`config.mk`:
```
export PLATFORM = sky130hd
export DESIGN_NAME = wb_forward_history
export DESIGN_NICKNAME = d
export VERILOG_FILES = /design/src/rtl/riscv_pkg.sv /design/src/rtl/fwd_lookup.sv /design/src/rtl/wb_forward_history.sv
export SDC_FILE = /design/constraint.sdc
export NUM_CORES = 1
export LEC_CHECK = 0
export ABC_AREA = 1
export CAP_MARGIN = 20
export CORE_UTILIZATION = 53
export CTS_BUF_LIST = sky130_fd_sc_hd__clkbuf_4
export CTS_CLUSTER_SIZE = 30
export DETAILED_ROUTE_END_ITERATION = 10
export PLACE_DENSITY = 0.95
export SLEW_MARGIN = 20
export SYNTH_ARGS = -nofsm -noshare
export SYNTH_HDL_FRONTEND = slang
export SYNTH_HIERARCHICAL = 1
export SYNTH_SLANG_ARGS = --single-unit
export TNS_END_PERCENT = 1
```
`constraint.sdc`:
```
create_clock -name clk -period 6.55 [get_ports clk]
set_input_delay 1.31 -clock clk [delete_from_list [all_inputs] [get_ports clk]]
set_output_delay 1.31 -clock clk [all_outputs]
set_load 0.02 [all_outputs]
```
`src/rtl/riscv_pkg.sv`:
```
// Core-wide constants shared by pipeline-side helpers.
// Register file geometry and the hard-wired zero register.
package riscv_pkg;
  localparam int XLEN = 32;
  localparam int REGW = 5;
  localparam logic [4:0] REG_ZERO = 5'd0;
endpackage

```
`src/rtl/fwd_lookup.sv`:
```
// One forwarding lookup port over the writeback history.
// Youngest-first priority match; x0 never hits.
module fwd_lookup
  import riscv_pkg::*;
#(
  parameter int XLEN  = riscv_pkg::XLEN,
  parameter int REGW  = riscv_pkg::REGW,
  parameter int DEPTH = 2
) (
  input  logic [REGW-1:0]       addr,
  input  logic [XLEN-1:0]       dflt,
  input  logic [DEPTH-1:0]      vld,
  input  logic [DEPTH*REGW-1:0] rd,
  input  logic [DEPTH*XLEN-1:0] data,
  output logic                  hit,
  output logic [XLEN-1:0]       sel_data
);

  logic nonzero;

  assign nonzero = (addr != REGW'(REG_ZERO));

  // Walk oldest to youngest so the youngest match is the last writer.
  always_comb begin
    hit      = 1'b0;
    sel_data = dflt;
    for (int i = DEPTH - 1; i >= 0; i--) begin
      if (nonzero && vld[i] && (rd[i*REGW +: REGW] == addr)) begin
        hit      = 1'b1;
        sel_data = data[i*XLEN +: XLEN];
      end
    end
  end

endmodule

```
`src/rtl/wb_forward_history.sv`:
```
// Writeback forwarding history: last DEPTH ALU results, NRP lookups.
// Stall holds, flush invalidates, hit counter saturates.
module wb_forward_history
  import riscv_pkg::*;
#(
  parameter int XLEN  = riscv_pkg::XLEN,
  parameter int REGW  = riscv_pkg::REGW,
  parameter int DEPTH = 2,
  parameter int NRP   = 2,
  parameter int CNTW  = 16
) (
  input  logic                 clk,
  input  logic                 rst,
  input  logic                 stall,
  input  logic                 flush,
  input  logic                 wr_en,
  input  logic [REGW-1:0]      wr_rd,
  input  logic [XLEN-1:0]      wr_data,
  input  logic [NRP*REGW-1:0]  lk_addr,
  input  logic [NRP*XLEN-1:0]  lk_dflt,
  output logic [NRP*XLEN-1:0]  lk_data,
  output logic [NRP-1:0]       lk_hit,
  output logic [CNTW-1:0]      hit_cnt
);

  logic [DEPTH-1:0]      vld;
  logic [REGW-1:0]       rd   [DEPTH];
  logic [XLEN-1:0]       data [DEPTH];
  logic [DEPTH*REGW-1:0] rd_vec;
  logic [DEPTH*XLEN-1:0] data_vec;
  logic                  push_vld;

  assign push_vld = wr_en && (wr_rd != REGW'(REG_ZERO));

  always_ff @(posedge clk or posedge rst) begin
    if (rst) begin
      vld <= '0;
      for (int i = 0; i < DEPTH; i++) begin
        rd[i]   <= '0;
        data[i] <= '0;
      end
    end else if (flush) begin
      vld <= '0;
    end else if (!stall) begin
      vld[0]  <= push_vld;
      rd[0]   <= wr_rd;
      data[0] <= wr_data;
      for (int i = 1; i < DEPTH; i++) begin
        vld[i]  <= vld[i-1];
        rd[i]   <= rd[i-1];
        data[i] <= data[i-1];
      end
    end
  end

  for (genvar g = 0; g < DEPTH; g++) begin : g_flat
    assign rd_vec[g*REGW +: REGW]   = rd[g];
    assign data_vec[g*XLEN +: XLEN] = data[g];
  end

  for (genvar p = 0; p < NRP; p++) begin : g_port
    fwd_lookup #(
      .XLEN  (XLEN),
      .REGW  (REGW),
      .DEPTH (DEPTH)
    ) u_lookup (
      .addr     (lk_addr[p*REGW +: REGW]),
      .dflt     (lk_dflt[p*XLEN +: XLEN]),
      .vld      (vld),
      .rd       (rd_vec),
      .data     (data_vec),
      .hit      (lk_hit[p]),
      .sel_data (lk_data[p*XLEN +: XLEN])
    );
  end

  // Flush leaves the counter alone; only reset clears it.
  always_ff @(posedge clk or posedge rst) begin
    if (rst) begin
      hit_cnt <= '0;
    end else if (!flush && !stall && (|lk_hit) && (hit_cnt != '1)) begin
      hit_cnt <= hit_cnt + CNTW'(1);
    end
  end

endmodule

```
==> impl_metrics.json, run 1 <==
{
  "power-per-cell-area_nw_per_um2": 189,
  "cp.required_ps": 5240,
  "start_kind": "input port",
  "post-route-util": 0.720,
  "root_buffer": "clkbuf_4",
  "instances_no_fill": 1350,
  "setup_viol_count_final": 0,
  "cts_resized": 0,
  "final_min_period_over_clock_period": 0.802,
  "antenna_left": 0,
  "fin_nets": 1315,
  "p_sw_mw": 0.534,
  "clockPowerShare": 0.264,
  "fin_setup_tns_ps": 0,
  "criticalPathCategory": "in2out",
  "max_freq_mhz": 190,
  "clockBufferDepth": 2,
  "synth_compound_area_frac": 0.0644,
  "clock-sinks": 92,
  "worst_skew_pair.late_latency_ps": 450,
  "core-area_sq_um": 12000,
  "power.leakage_nw": 4.52,
  "hold_start": "data[0]",
  "ioPinCount": 198,
  "ys_types": 28,
  "internal_power_mw": 1.09,
  "area_growth_pct": 32.8,
  "dr.pass1.iters": 5,
  "cts_hold_buf": 0,
  "grt_overflow": 0,
  "holdPathStages": 2,
  "drive_gt1_frac": 0.0615,
  "p_sw_frac": 0.329,
  "synth_mux_area_frac": 0,
  "combPwrFrac": 0.282,
  "drt_iter0_drc": 670,
  "routed_via_density": 5.21,
  "run_status": "complete, no violations",
  "fp-row-count": 40,
  "worstPathArrival_ps": 3940,
  "gp_routability_congestion": 0.869,
  "yosysTopAreaCell": "dfrtp_1",
  "slew_violations": 0,
  "grt_start_max_net_pins": 62,
  "n_fill_cell": 956,
  "die_h_um": 113,
  "portBuffers": 197,
  "synth_area_sq_um": 6480,
  "synth.yosys.warnings": 6,
  "grt_usage": 0.310,
  "cts-buffers-inserted": 9,
  "antenna_found_initial": 0,
  "synthAdderAreaFrac": 0.00193,
  "die_x_um": 113,
  "grt_pass1_wl_mm": 31.1,
  "synth_top_family_by_area": "simple AND/OR/NAND/NOR gates",
  "clk_pin_slew_ps": 130,
  "seq_power_share": 0.453,
  "synthTopCellsByArea": "dfrtp_1, nand2_1, inv_1",
  "cts_tree": "built",
  "yosysTopAreaCellShare": 0.355,
  "dp_cells": 1334,
  "worstRegToRegCells": 14,
  "synthSimpleGateAreaFrac": 0.394,
  "drc": 0,
  "drv_cap": 0,
  "grt_pass1_vias": 6570,
  "hpwl_mm": 13.5,
  "r2r-start": "rd[1]",
  "wl_mm": 19.2,
  "fin_skew_ps": 23.9,
  "rrSetupSlack_ps": 3760,
  "num_vias": 7029,
  "peakVddDrop_mv": 0.178,
  "crit_path_end_kind": "primary output",
  "hold_viol": 0,
  "antenna_cells": 0,
  "synth_xor_xnor_area_share": 0.0135,
  "synth_cells": 1028,
  "regToRegEndpoint": "hit_cnt[15]",
  "path_max_fanout": 34,
  "synth_seq_area_share": 0.355,
  "h-tree-depth": 3,
  "post-route-min-period_ps": 5250,
  "initial_core_util": 0.542,
  "synth-seq-cells": 92,
  "hp-class": "reg2reg",
  "dieArea_sq_um": 12700,
  "cts_setup_buffers": 0,
  "rsz0062_at_grt": "no",
  "multi_input_area_sq_um": 3090,
  "seqCellArea_sq_um": 2300,
  "syn_nets": 1145,
  "tightest_slew_ps": 837,
  "routedWlPerCell_um": 14.2,
  "syn_avg_cell_area_sq_um": 6.31,
  "slew_headroom": 0.441,
  "holdPathEnd": "data[0]"
}
synthesized netlist by cell type:
master and count:
nand2_1 384, inv_1 197, nand3_1 143, dfrtp_1 92, o21ai_0 70, nor2_1 22
buf_2 20, buf_4 14, inv_2 13, nand2_2 12, nor2_4 8, buf_6 6
clkbuf_1 6, xnor2_1 6, nand2_4 5, nand4_1 5, nor2_2 4, o21ai_2 4
xor2_1 4, nand3b_1 3, a21boi_1 2, o21ai_1 2, buf_12 1, clkinv_1 1
ha_1 1, nand4_2 1, nor3_1 1, o31ai_1 1
how the worst max path moves through the flow:
stage | cells past startpoint | slack (ps) | end | startpoint
2_1_floorplan | 1 | 2850 | data[0] | rst
3_3_place_gp | 10 | 1380 | lk_data[40] | lk_addr[5]
3_5_place_dp | 10 | 1350 | lk_data[33] | lk_addr[5]
4_1_cts | 10 | 1350 | lk_data[33] | lk_addr[5]
5_1_grt | 11 | 1190 | lk_data[54] | lk_addr[8]
6_report | 10 | 1300 | lk_data[33] | lk_addr[5]
sequential cells by signal, summed over array words and instances, names as in the netlist:
name	flops
data	64
hit_cnt	16
rd	10
vld	2
power by group through the flow:
stage          combinational [mW]  sequential (mW)  clock, mW
6_report                    0.459            0.736      0.429
5_1_grt                     0.509            0.747      0.460
4_1_cts                     0.459            0.733      0.435
3_5_place_dp                0.457            0.744          0
3_3_place_gp                0.443            0.739          0
2_1_floorplan               0.247            0.735          0
final cells by class:
cell class,count,area share
inverter,211,0.0921
timing repair buffer,206,0.237
clock inverter,7,0.0160
multi-input combinational,678,0.358
clock buffer,9,0.00785
sequential,92,0.267
tap,147,0.0214
cells in the final DEF, fill, tap and decap left out, types with 2 or more instances in the layout:
| cell type | n |
|---|---|
| nand4_1 | 5 |
| clkbuf_4 | 9 |
| inv_2 | 13 |
| xnor2_1 | 6 |
| bufinv_16 | 4 |
| nand3_1 | 143 |
| nand2_2 | 13 |
| dfrtp_1 | 92 |
| clkinv_1 | 2 |
| o21ai_0 | 70 |
| inv_1 | 196 |
| clkdlybuf4s50_1 | 197 |
| o21ai_1 | 2 |
| o21ai_2 | 4 |
| nor2_2 | 4 |
| clkinv_2 | 2 |
| nand2_1 | 383 |
| nor2_4 | 9 |
| buf_4 | 9 |
| a21boi_1 | 2 |
| nor2_1 | 21 |
| nand2_4 | 5 |
| nand3b_1 | 3 |
| xor2_1 | 4 |
per-stage QoR:
stage	setup slack (ps)	power, mW	hold slack, ps	area [sq um]
final	1300	1.62	513	8610
after global routing	1190	1.72	546	8610
after CTS	1350	1.63	516	8610
after detailed placement	1350	1.20	485	8400
after global placement	1380	1.18	477	8400
after floorplan	2850	0.982	463	6480
routing by layer:
| layer | track usage | up-vias | share of wire |
|---|---|---|---|
| met5 | 0 | - | 0 |
| met4 | 0.138 | 0 | 0.029 |
| met3 | 0.0454 | 46 | 0.093 |
| met2 | 0.529 | 368 | 0.48 |
| met1 | 0.390 | 3184 | 0.40 |
| li1 | - | 3431 | - |
critical path, cell delays in order:
cell,delay (ps)
clkdlybuf4s50_1,540
xnor2_1,130
nand2_1,60
nor2_1,140
nand2_2,60
buf_4,260
inv_2,550
nand2_1,120
nand2_1,140
clkdlybuf4s50_1,610
logic make-up (layout without fill, tap and decap cells):
logic type | Yosys count | in the layout
xor gates and xnor gates | 10 | 10
buffers and inverters | 258 | 433
DFF | 92 | 92
AOI/OAI and AO/OA | 79 | 79
adders and majority gates | 1 | 1
and+or+nand+nor | 588 | 588
No activity file was read; power rests on OpenSTA's default activity.
==> inputs of run 2 (changes only) <==
- CORE_UTILIZATION: 53 -> 49
- PLACE_DENSITY: 0.95 -> 0.93
- clock period: 6.55 -> 5.3 ns (I/O delays scaled with it)
==> impl_metrics.json, run 2 (synthesis gave the netlist of run 1 again) <==
{
  "run_status": "complete, no violations",
  "portBuffers": 197,
  "rrSetupSlack_ps": 2490,
  "ioPinCount": 198,
  "drt_iter0_drc": 533,
  "wl_mm": 19.0,
  "seqCellArea_sq_um": 2300,
  "gp_routability_congestion": 0.873,
  "routed_via_density": 5.00,
  "p_sw_frac": 0.329,
  "grt_overflow": 0,
  "worstPathArrival_ps": 3590,
  "num_vias": 6881,
  "antenna_left": 0,
  "final_common_cell": "nand2_1",
  "root_buffer": "clkbuf_4",
  "dieArea_sq_um": 13700,
  "grt_usage": 0.282,
  "post-route-util": 0.675,
  "fp-row-count": 41,
  "cts_resized": 0,
  "routedWlPerCell_um": 13.8,
  "dp_cells": 1359,
  "r2r-start": "rd[0]",
  "power-per-cell-area_nw_per_um2": 226,
  "power.leakage_nw": 4.51,
  "drive_gt1_frac": 0.0623,
  "cts_setup_buffers": 0,
  "crit_chain": "clkdlybuf4s50_1 > inv_2 > nand2_1 > nand3_1 > nor2_4 > nand2_4 > nand2_1 > nand3_1 > nand2_1 > clkdlybuf4s50_1",
  "cp_common_cell": "nand2_1",
  "tightest_slew_ps": 890,
  "area_growth_pct": 32.9,
  "critPathSlowestCell": "clkdlybuf4s50_1",
  "hp-class": "reg2reg",
  "reg_top3": "data x64, hit_cnt x16, rd x10",
  "clock-sinks": 92,
  "p_sw_mw": 0.643,
  "h-tree-depth": 3,
  "internal_power_mw": 1.31,
  "critical_path.top_delay_family": "simple AND/OR/NAND/NOR gates",
  "drc": 0,
  "hold_start": "data[1]",
  "worst_skew_pair.late_latency_ps": 450,
  "placed_area_sq_um": 8440,
  "initial_core_util": 0.508,
  "antenna_found_initial": 1,
  "fin_skew_ps": 20.4,
  "layout_common_cells": "nand2_1, clkdlybuf4s50_1, inv_1, nand3_1, dfrtp_1",
  "max_freq_mhz": 215,
  "drv_cap": 0,
  "largest-register": "data",
  "grt_start_max_net_pins": 76,
  "multi_input_area_sq_um": 3090,
  "grt_pass1_wl_mm": 29.9,
  "clockPowerShare": 0.247,
  "largest_reg_flops": 64,
  "rsz0062_at_grt": "no",
  "crit_path_end_kind": "primary output",
  "hold_viol": 0,
  "clockBufferDepth": 2,
  "startpoint": "lk_addr[5]",
  "grt_pass1_vias": 6383,
  "instances_no_fill": 1376,
  "seq_power_share": 0.463,
  "hpwl_mm": 13.5,
  "clk_pin_slew_ps": 130,
  "n_fill_cell": 1088,
  "dr.pass1.iters": 5,
  "slew_headroom": 0.406,
  "cts_tree": "built",
  "criticalPathCategory": "in2out",
  "die_x_um": 117,
  "slew_violations": 0,
  "post-route-min-period_ps": 4650,
  "power_mw": 1.95,
  "combPwrFrac": 0.289,
  "cts_hold_buf": 0,
  "core-area_sq_um": 12800,
  "cts-buffers-inserted": 9,
  "crit_buf_inv": 3,
  "peakVddDrop_mv": 0.189,
  "cp.required_ps": 4240,
  "fin_nets": 1315,
  "final_min_period_over_clock_period": 0.877,
  "path_max_fanout": 33,
  "fin_setup_tns_ps": 0,
  "die_h_um": 117,
  "setup_viol_count_final": 0,
  "max_stage_delay_ps": 630,
  "start_kind": "input port",
  "design_area_sq_um": 8620
}
[run 2: metrics by stage]
stage / hold slack [ps] / setup slack [ps]
after floorplan: 463 / 1850
after global placement: 480 / 729
after detailed placement: 486 / 690
after CTS: 521 / 681
after global routing: 538 / 430
final: 522 / 653
[run 2: power groups by stage]
stage	clock [mW]	sequential (mW)	combinational (mW)
3_3_place_gp	0	0.912	0.548
4_1_cts	0.494	0.903	0.568
3_5_place_dp	0	0.916	0.564
5_1_grt	0.526	0.921	0.627
2_1_floorplan	0	0.909	0.305
6_report	0.483	0.904	0.565
[run 2: path summary, 6_finish.rpt]
path | end | depth (start not counted)
setup / recovery | lk_data[50] | 10
hold / removal | data[1] | 2
setup reg to reg | hit_cnt[15] | 13
hold reg to reg | data[1] | 2
max in group asynchronous | hit_cnt[6] | 3
min in group asynchronous | hit_cnt[15] | 2
[run 2: metal layers]
metal / GRT usage / up-vias / routed length, um
met5: 0 / - / 0
met4: 0.127 / 0 / 444
met3: 0.0525 / 33 / 1540
met2: 0.486 / 285 / 9020
met1: 0.344 / 3129 / 7990
li1: - / 3434 / -
[run 2: area by class of cell]
type / instances / share of cell area
multi-input cells: 678 / 0.358
flip-flops and latches: 92 / 0.267
repair buffers: 206 / 0.237
inverters: 211 / 0.0920
well taps: 172 / 0.0250
clock inverters: 5 / 0.0116
clock buffers: 11 / 0.00958
diodes: 1 / 0.000290
[run 2: worst min-delay path: stages (launching register included)]
cell,delay [ps]
dfrtp_1,390
nand2_1,60
nand2_1,50
